<file path="config.mk">
export PLATFORM = sky130hd
export DESIGN_NAME = weight_fetch_sequencer
export DESIGN_NICKNAME = d
export VERILOG_FILES = /design/src/rtl/weight_fetch_sequencer_pkg.sv /design/src/rtl/weight_fetch_sequencer_fifo.sv /design/src/rtl/weight_fetch_sequencer.sv
export SDC_FILE = /design/constraint.sdc
export NUM_CORES = 1
export LEC_CHECK = 0
export CORE_MARGIN = 3
export CORE_UTILIZATION = 40
export CTS_BUF_LIST = sky130_fd_sc_hd__clkbuf_4 sky130_fd_sc_hd__clkbuf_8 sky130_fd_sc_hd__clkbuf_16
export DETAILED_ROUTE_END_ITERATION = 16
export PLACE_DENSITY_LB_ADDON = 0.05
export SETUP_SLACK_MARGIN = 0.3
export SYNTH_ARGS = -nofsm -noshare
export SYNTH_HDL_FRONTEND = slang
export SYNTH_SLANG_ARGS = --single-unit
</file>
<file path="constraint.sdc">
create_clock -name clk -period 2.5 [get_ports clk]
set_input_delay 0.5 -clock clk [delete_from_list [all_inputs] [get_ports clk]]
set_output_delay 0.5 -clock clk [all_outputs]
set_load 0.01 [all_outputs]
</file>
<file path="src/rtl/weight_fetch_sequencer_pkg.sv">
// Shared types and constants for the weight fetch sequencer and its output buffer.
package weight_fetch_sequencer_pkg;

    localparam int ADDR_WIDTH_DEFAULT = 32;

    typedef enum logic [1:0] {
        ST_IDLE  = 2'd0,
        ST_FETCH = 2'd1,
        ST_DRAIN = 2'd2
    } seq_state_t;

    // Occupancy counter width able to hold 0..depth inclusive.
    function automatic int cnt_width(input int depth);
        return $clog2(depth + 1);
    endfunction

endpackage

</file>
<file path="src/rtl/weight_fetch_sequencer_fifo.sv">
// Small synchronous FIFO buffering weights between the memory read port and the output stream.
module weight_sync_fifo
    import weight_fetch_sequencer_pkg::*;
#(
    parameter  int DEPTH = 2,
    parameter  int WIDTH = 16,
    localparam int CNT_W = cnt_width(DEPTH),
    localparam int PTR_W = (DEPTH > 1) ? $clog2(DEPTH) : 1
) (
    input  logic             clk,
    input  logic             rst,
    input  logic             push,
    input  logic [WIDTH-1:0] push_data,
    input  logic             pop,
    output logic [WIDTH-1:0] head,
    output logic [CNT_W-1:0] count
);

    logic [WIDTH-1:0] mem [DEPTH];
    logic [PTR_W-1:0] rd_ptr;
    logic [PTR_W-1:0] wr_ptr;

    function automatic logic [PTR_W-1:0] next_ptr(input logic [PTR_W-1:0] p);
        return (p == PTR_W'(DEPTH - 1)) ? '0 : p + PTR_W'(1);
    endfunction

    always_ff @(posedge clk or posedge rst) begin
        if (rst) begin
            rd_ptr <= '0;
            wr_ptr <= '0;
            count  <= '0;
        end else begin
            if (push) wr_ptr <= next_ptr(wr_ptr);
            if (pop)  rd_ptr <= next_ptr(rd_ptr);
            case ({push, pop})
                2'b10:   count <= count + CNT_W'(1);
                2'b01:   count <= count - CNT_W'(1);
                default: count <= count;
            endcase
        end
    end

    // Storage carries data only; emptiness is tracked by count, so no reset needed here.
    always_ff @(posedge clk) begin
        if (push) mem[wr_ptr] <= push_data;
    end

    assign head = mem[rd_ptr];

endmodule

</file>
<file path="src/rtl/weight_fetch_sequencer.sv">
// Issues Weight_Memory addresses 0..NUM_WEIGHTS-1 and re-times the 1-cycle read data into a valid/ready stream.
module weight_fetch_sequencer
    import weight_fetch_sequencer_pkg::*;
#(
    parameter int NUM_WEIGHTS = 784,
    parameter int DATA_WIDTH  = 16,
    parameter int ADDR_WIDTH  = ADDR_WIDTH_DEFAULT,
    parameter int FIFO_DEPTH  = 2
) (
    input  logic                  clk,
    input  logic                  rst,
    input  logic                  start,
    output logic [ADDR_WIDTH-1:0] local_addr,
    input  logic [DATA_WIDTH-1:0] weight_in,
    output logic                  w_valid,
    input  logic                  w_ready,
    output logic [DATA_WIDTH-1:0] w_data,
    output logic [ADDR_WIDTH-1:0] w_index,
    output logic                  w_last,
    output logic                  busy,
    output logic                  done
);

    localparam int CNT_W = cnt_width(FIFO_DEPTH);
    localparam int SUM_W = CNT_W + 1;
    localparam logic [ADDR_WIDTH-1:0] LAST_IDX = ADDR_WIDTH'(NUM_WEIGHTS - 1);

    seq_state_t            state;
    logic                  inflight;
    logic                  pop;
    logic                  issue;
    logic [CNT_W-1:0]      count;
    logic [DATA_WIDTH-1:0] head;
    logic [SUM_W-1:0]      credit_used;
    logic [SUM_W-1:0]      credit_limit;

    assign pop     = w_valid && w_ready;
    assign w_valid = (count != '0);
    assign w_data  = w_valid ? head : '0;
    assign w_last  = w_valid && (w_index == LAST_IDX);

    // A read is issued only if its data is guaranteed a FIFO slot when it returns next cycle.
    assign credit_used  = {1'b0, count} + SUM_W'(inflight);
    assign credit_limit = SUM_W'(FIFO_DEPTH) + SUM_W'(pop);
    assign issue        = (state == ST_FETCH) && (credit_used < credit_limit);

    weight_sync_fifo #(
        .DEPTH (FIFO_DEPTH),
        .WIDTH (DATA_WIDTH)
    ) u_fifo (
        .clk       (clk),
        .rst       (rst),
        .push      (inflight),
        .push_data (weight_in),
        .pop       (pop),
        .head      (head),
        .count     (count)
    );

    always_ff @(posedge clk or posedge rst) begin
        if (rst) begin
            state      <= ST_IDLE;
            local_addr <= '0;
            inflight   <= 1'b0;
            w_index    <= '0;
            busy       <= 1'b0;
            done       <= 1'b0;
        end else begin
            done     <= 1'b0;
            inflight <= issue;
            if (pop) w_index <= w_last ? '0 : w_index + ADDR_WIDTH'(1);
            case (state)
                ST_IDLE: begin
                    if (start) begin
                        state      <= ST_FETCH;
                        local_addr <= '0;
                        busy       <= 1'b1;
                    end
                end
                ST_FETCH: begin
                    // Address parks on the last index rather than running past it.
                    if (issue) begin
                        if (local_addr == LAST_IDX) state <= ST_DRAIN;
                        else                        local_addr <= local_addr + ADDR_WIDTH'(1);
                    end
                end
                ST_DRAIN: begin
                    if (pop && w_last) begin
                        state <= ST_IDLE;
                        busy  <= 1'b0;
                        done  <= 1'b1;
                    end
                end
                default: state <= ST_IDLE;
            endcase
        end
    end

endmodule

</file>
==> summary.txt <==
Status: finished, final reports clean
Yosys warnings: 0
CP endpoint kind: output port
Post-DRT Antenna Nets: 0
MaxCap Viol Count: 0
Multi-input logic area: 2270 um^2
Hold buffers post-CTS: 0
Core area: 12100 um^2
IR Drop Worst-Case VDD: 0.388 mV
Post-route DRC: 0
Post-synthesis sequential area ratio: 0.557
Max-slew headroom: 0.483
Part of the cycle the worst path needs: 0.875
Clock latency on the worst-skew pair: 0.34 ns
Post-Route WL: 12900 um
Final Core Density: 0.589
WP data required: 2.00 ns
Placer Congestion: 0.823
P per Cell Area: 883 nW/um^2
DR vias/cell: 5.40
Crit path kind: reg2out
Worst Hold Class: reg2reg
Reg clk slew, reported paths: 0.07 ns
# fillers: 1071
Final Hold Viols: 0
Area Growth Syn to Fin: 42.6%
Slew Viols, Final: 0
Share of post-route cells with drive strength above 1: 0.194
Hold_ws: 0.483 ns
FF+latch area: 2800 um^2
Worst Skew: 0.00526 ns
First-pass GRT wire length: 21000 um
Crit Path Max Fanout: 2
Routed WL per cell: 16.3 um
Initial Util: 0.413
Vias post-DR: 4278
Port Buf Inserts: 103
Row count: 40
Final HPWL DP: 9020 um
Synth cell types: 49
CTS tree: built
CP startpoint kind: flop
1st-iter DRT viols: 238
Placed cells: 763
Vias in the first global route: 4211
Ys flop type: dfrtp_1
Clk Tree Root Cell: clkbuf_16
Final TNS setup: 0 ns
Largest net degree at the start of global routing: 38
Netlist Area Pre-Place: 5010 um^2
Die height: 118 um
Unrepaired setup endpoints after global routing: yes
Ys async rst share: 0.695
Global router's overall resource usage: 0.186
Clock buffer depth: 2
Die width: 118 um
FF+latch count, synth: 105
FMAX: 457 MHz
CTS H-tree depth: 3
EDFF count, synth: 32
LEAKAGE: 0.00296 uW
Worst slew pin tran: 0.775 ns
Syn avg cell area: 10.8 um^2
Num CTS Buffers: 9
Post-synth net total: 487
Drt first pass iters: 4
Non-filler cells, final: 792
Total congestion overflow: 0
Post-route minimum period: 2.19 ns
Power Total: 6300 uW
Initial antenna violation count: 0
Total die area: 13900 um^2
Arrival time worst endpoint: 1.69 ns
# setup viols final: 0
Synth Instances: 462
CTS Sinks: 105
Net count, final: 644
ANT cells: 0
Boundary pin count: 104
==> cell usage in the layout, fill, tap and decap left out, types with 8 or more instances in the layout <==
cell and n:
nor3_1 8, clkbuf_16 9, inv_1 14, buf_4 50
mux2i_1 17, xnor2_1 21, edfxtp_1 32, clkdlybuf4s50_1 86
or4_1 12, xor2_1 13, nor2_1 35, dfrtp_2 8
nand2_1 26, nand4_1 12, and3_1 11, o31ai_1 11
dlygate4sd2_1 15, o21ai_0 19, a21oi_1 23, nand3_1 27
or3_1 20, dfrtp_1 65
==> where the power goes <==
group / internal [uW] / switching (uW)
clock network: 822 / 605
registers: 2130 / 231
logic: 1250 / 1260
==> cell type report <==
class                           instances  area share
Timing Repair Buffer                  162       0.211
Multi-Input combinational cell        326       0.318
Clock inverter                          4     0.00631
Tap cell                              168      0.0294
Sequential cell                       105       0.392
Inverter                               15     0.00841
Clock buffer                           12      0.0356
==> flip-flops by register name, indices dropped and copies added, names as in the netlist <==
| signal | cells |
|---|---|
| u_fifo.count | 2 |
| u_fifo.rd_ptr | 1 |
| u_fifo.mem | 32 |
| local_addr | 32 |
| done | 1 |
| w_index | 32 |
| busy | 1 |
| u_fifo.wr_ptr | 1 |
| inflight | 1 |
| state | 2 |
==> repair_timing <==
action / in CTS / in global routing
buffers inserted: 6 / 4
pin swaps: 8 / 10
resized for setup: 39 / 32
gates cloned: 1 / 2
endpoints found under the setup margin: 45 / 34
==> layer usage <==
layer	GRT usage	share of wire	vias to the layer above
li1	-	-	2040
met1	0.256	0.46	2081
met2	0.288	0.47	136
met3	0.0303	0.048	21
met4	0.0857	0.022	0
met5	0	0	-
==> final timing paths <==
path	start	endpoint	slack, ns	depth (start not counted)
max reg2reg	u_fifo.count[0]	local_addr[10]	0.35	8
max	w_index[18]	w_last	0.31	5
min	u_fifo.wr_ptr	u_fifo.wr_ptr	0.48	1
min in group asynchronous	rst	w_index[28]	0.52	2
min reg2reg	u_fifo.wr_ptr	u_fifo.wr_ptr	0.48	1
max in group asynchronous	rst	w_index[11]	1.39	3
==> synth_stat cells (2+ instances only) <==
| library cell | number | area (um^2) |
|---|---|---|
| inv_1 | 15 | 56.3 |
| and2_1 | 3 | 18.8 |
| nor4_1 | 14 | 87.6 |
| a21oi_1 | 25 | 125 |
| and3_1 | 11 | 68.8 |
| nor2_1 | 36 | 135 |
| nor3_1 | 10 | 50.1 |
| and4_1 | 3 | 26.3 |
| or4_1 | 13 | 97.6 |
| xor2_1 | 13 | 114 |
| buf_2 | 4 | 20.0 |
| nor4b_1 | 2 | 17.5 |
| o31ai_1 | 11 | 82.6 |
| mux2i_1 | 17 | 170 |
| o21ai_0 | 21 | 105 |
| nor4bb_1 | 3 | 30.0 |
| nand3_1 | 28 | 140 |
| edfxtp_1 | 32 | 961 |
| nor3b_1 | 3 | 22.5 |
| o211ai_1 | 2 | 15.0 |
| ha_1 | 5 | 62.6 |
| nand4_1 | 12 | 75.1 |
| nand4_2 | 3 | 37.5 |
| nand2_1 | 28 | 105 |
| nand2b_1 | 2 | 12.5 |
| clkbuf_1 | 11 | 41.3 |
| xnor2_1 | 21 | 184 |
| dfrtp_1 | 73 | 1830 |
| or3_1 | 20 | 125 |
| a21o_1 | 2 | 15.0 |
==> stage by stage <==
step           setup WS, ns  instance area [um^2]
2_1_floorplan         0.338                  5010
3_3_place_gp        0.00209                  6550
3_5_place_dp        -0.0473                  6550
4_1_cts               0.265                  6970
5_1_grt               0.231                  7140
6_report              0.312                  7140
==> worst max-delay path, cell delays in order, from the launching register on <==
cell     delay, ns
dfrtp_1       0.40
nor4_2        0.31
nand3_1       0.18
nor4_1        0.20
buf_4         0.17
buf_6         0.09
==> logic make-up after synthesis <==
logic type / synth area share
xor gates and xnor gates: 0.0627
and+or+nand+nor: 0.222
muxes: 0.0340
AOI/OAI and AO/OA: 0.0852
adders and majority gates: 0.0125
DFF: 0.557
buffers and inverters: 0.0265
Power figures use the tool's default switching activity.
==> edit (same settings) <==
The 3 states of `seq_state_t` get a one-hot encoding in 3 bits.
--- a/src/rtl/weight_fetch_sequencer_pkg.sv
+++ b/src/rtl/weight_fetch_sequencer_pkg.sv
@@ -4,8 +4,8 @@
     localparam int ADDR_WIDTH_DEFAULT = 32;
 
-    typedef enum logic [1:0] {
-        ST_IDLE  = 2'd0,
-        ST_FETCH = 2'd1,
-        ST_DRAIN = 2'd2
+    typedef enum logic [2:0] {
+        ST_IDLE  = 3'b001,
+        ST_FETCH = 3'b010,
+        ST_DRAIN = 3'b100
     } seq_state_t;
 
Behaviour: no difference found for any inputs over 10 cycles, from zero or initial values and one cycle with rst high; not proved beyond that.
==> edit against the original RTL <==
  * Synthesized area up 2.8%
  * Sequential cell count up 1
  * Sequential share of layout area down 0.34 points
  * Count of clock-buffer cells in the layout down 3
  * Setup slack better by 0.015 ns
  * Fmax up 0.70%
  * Worst hold slack better by 0.021 ns
  * Design area up 1.6%
  * Clock skew up 0.0033 ns
  * Wire length up 4.4%
  * Synthesized cell count up 3.0%
  * Total power up 13%
  * Critical path type unchanged
  * Critical endpoint is now w_data[1]
  * Largest cell class unchanged
  * Largest power group unchanged
==> edit: results (changes against the original RTL) <==
Metal-1 WL: 6.16 mm (was 5.95 mm)
slowest stage delay, CP: 0.54 ns (was 0.40 ns)
synth unique cells: 44 (was 49)
H-tree Lvls: 3 (unchanged)
LEAKAGE: 2.95 nW (was 2.96 nW)
Async S/R FF share, synth: 69.8% (was 69.5%)
Avg Cell Area, Syn: 10.8 um^2 (about the same)
EDFF count, synth: 32 (unchanged)
Worst path slowest cell: clkdlybuf4s50_1 (was dfrtp_1)
WL met3: 661 um (was 623 um)
total clock buffers created by CTS: 9 (unchanged)
Top Metal Used: met4 (unchanged)
global-route wire length before repair: 21.2 mm (was 21.0 mm)
initial DRC count: 164 (was 238)
Clk pin slew, worst setup/hold paths: 0.07 ns (about the same)
Finished Layout Cells: 801 (was 792)
CTS root buf: clkbuf_16 (unchanged)
Tightest Pin Transition: 0.770 ns (was 0.775 ns)
synth top area cells: dfrtp_1, edfxtp_1, mux2i_1, xnor2_1, nor4_1 (was dfrtp_1, edfxtp_1, xnor2_1, mux2i_1, nand3_1)
sequential area share after synthesis: 54.7% (was 55.7%)
clk_lat worst skew: 0.35 ns
status: finished, final reports clean (unchanged)
worst-path maximum fanout: 16 (was 2)
ant diodes: 0 (unchanged)
placed cell area: 6630 um^2 (was 6550 um^2)
Placed Cells incl. Taps: 768 (was 763)
number of global-route vias before repair: 4202 (was 4211)
most common library cells after synthesis: dfrtp_1, nor2_1, nand2_1 (was dfrtp_1, nor2_1, edfxtp_1)
drt total wl: 13.5 mm (was 12.9 mm)
share of post-route cells with drive strength above 1: 19.1% (was 19.4%)
worst clock skew: 0.00855 ns (was 0.00526 ns)
fillcell total: 1086 (was 1071)
Mapped Nets: 501 (was 487)
Final nets: 653 (was 644)
DRT Pass-1 Iters: 4 (unchanged)
peak supply drop: 0.417 mV (was 0.388 mV)
class of the worst hold path: flip-flop to flip-flop (unchanged)
I/O Buffers: 103 (unchanged)
largest registers: local_addr (32), u_fifo.mem (32), w_index (32) (unchanged)
via count: 4311 (was 4278)
routed length on met2: 6.48 mm (was 6.04 mm)
Routability Congestion: 0.859 (was 0.823)
Ys Warns: 0 (unchanged)
GRT Util Overall: 18.2% (was 18.6%)
Final HPWL DP: 9.08 mm (was 9.02 mm)
CTS Buffer Depth: 2 (unchanged)
largest net degree at the start of global routing: 49 (was 38)
initial antenna violation count: 0 (unchanged)
[edit: changes by cell type in the layout (fill, tap and decap cells not counted), moves of 7 or more]
cell             delta
a21oi_1            -11
mux2i_1            +11
clkdlybuf4s50_1    +10
o21ai_0            -12
nand2b_1            +9
nor4_1             +10
nand2_1            +13
inv_1               -7
or3_1              -14
dlygate4sd2_1      -15
[edit: cell families (layout without fill, tap and decap cells)]
kind of cell	Yosys count	in the layout	share of synthesized area, %
flip-flops	106	106	54.7
AO/OA/AOI/OAI	53	53	6.69
XOR/XNOR	34	34	5.79
adder cells (fa/ha/maj)	5	5	1.22
AND/OR/NAND/NOR	220	220	23.5
buffers and inverters	30	187	2.65
multiplexers	28	28	5.45
[edit: repair_timing]
item | CTS | global route
hold buffers | 0 | 0
resized for setup | 16 | 34
setup buffers | 7 | 7
pin swaps | 4 | 10
gates cloned | 0 | 3
setup endpoints to repair | 31 | 38
[edit: through the flow]
stage | utilization [%] | setup slack [ns]
after floorplan | - | 0.430
after global placement | 53.9 | 0.0585
after detailed placement | 53.9 | 0.00944
after CTS | 57.1 | 0.260
after global routing | 58.9 | 0.221
final | 58.9 | 0.327
[edit: worst paths after layout]
check | start | slack (ns) | end | depth (start not counted)
setup / recovery | u_fifo.rd_ptr | 0.33 | w_data[1] | 4
hold / removal | u_fifo.wr_ptr | 0.50 | u_fifo.wr_ptr | 1
setup reg to reg | u_fifo.count[0] | 0.37 | local_addr[22] | 7
hold reg to reg | u_fifo.wr_ptr | 0.50 | u_fifo.wr_ptr | 1
max in group asynchronous | rst | 1.31 | u_fifo.count[1] | 3
min in group asynchronous | rst | 0.57 | w_index[25] | 2
[edit: cell type report]
cell class              instances  area, um^2  share of cell area, %
flip-flops and latches        106        2820                   38.9
multi-input cells             340        2340                   32.3
repair buffers                162        1560                   21.5
clock buffers                   9         225                   3.10
well taps                     168         210                   2.90
clock inverters                 7        60.1                  0.828
inverters                       9        37.5                  0.517
[edit: report_power, final]
part | total, mW | internal [mW] | switching [mW]
Sequential | 2.59 | 2.24 | 0.350
Clock | 1.39 | 0.696 | 0.689
Combinational | 3.16 | 1.61 | 1.55
[edit: worst max-delay path: cells and delay by family, from the launching register on]
kind	cells	cell delay (ns)
buffers and inverters	2	0.72
DFF	1	0.41
muxes	1	0.12
and+or+nand+nor	1	0.08
[edit: metal layers]
layer  track usage, %  up-vias
met5                0        -
met1             24.9     2121
met3             3.51       12
li1                 -     2060
met4             6.94        0
met2             28.8      118
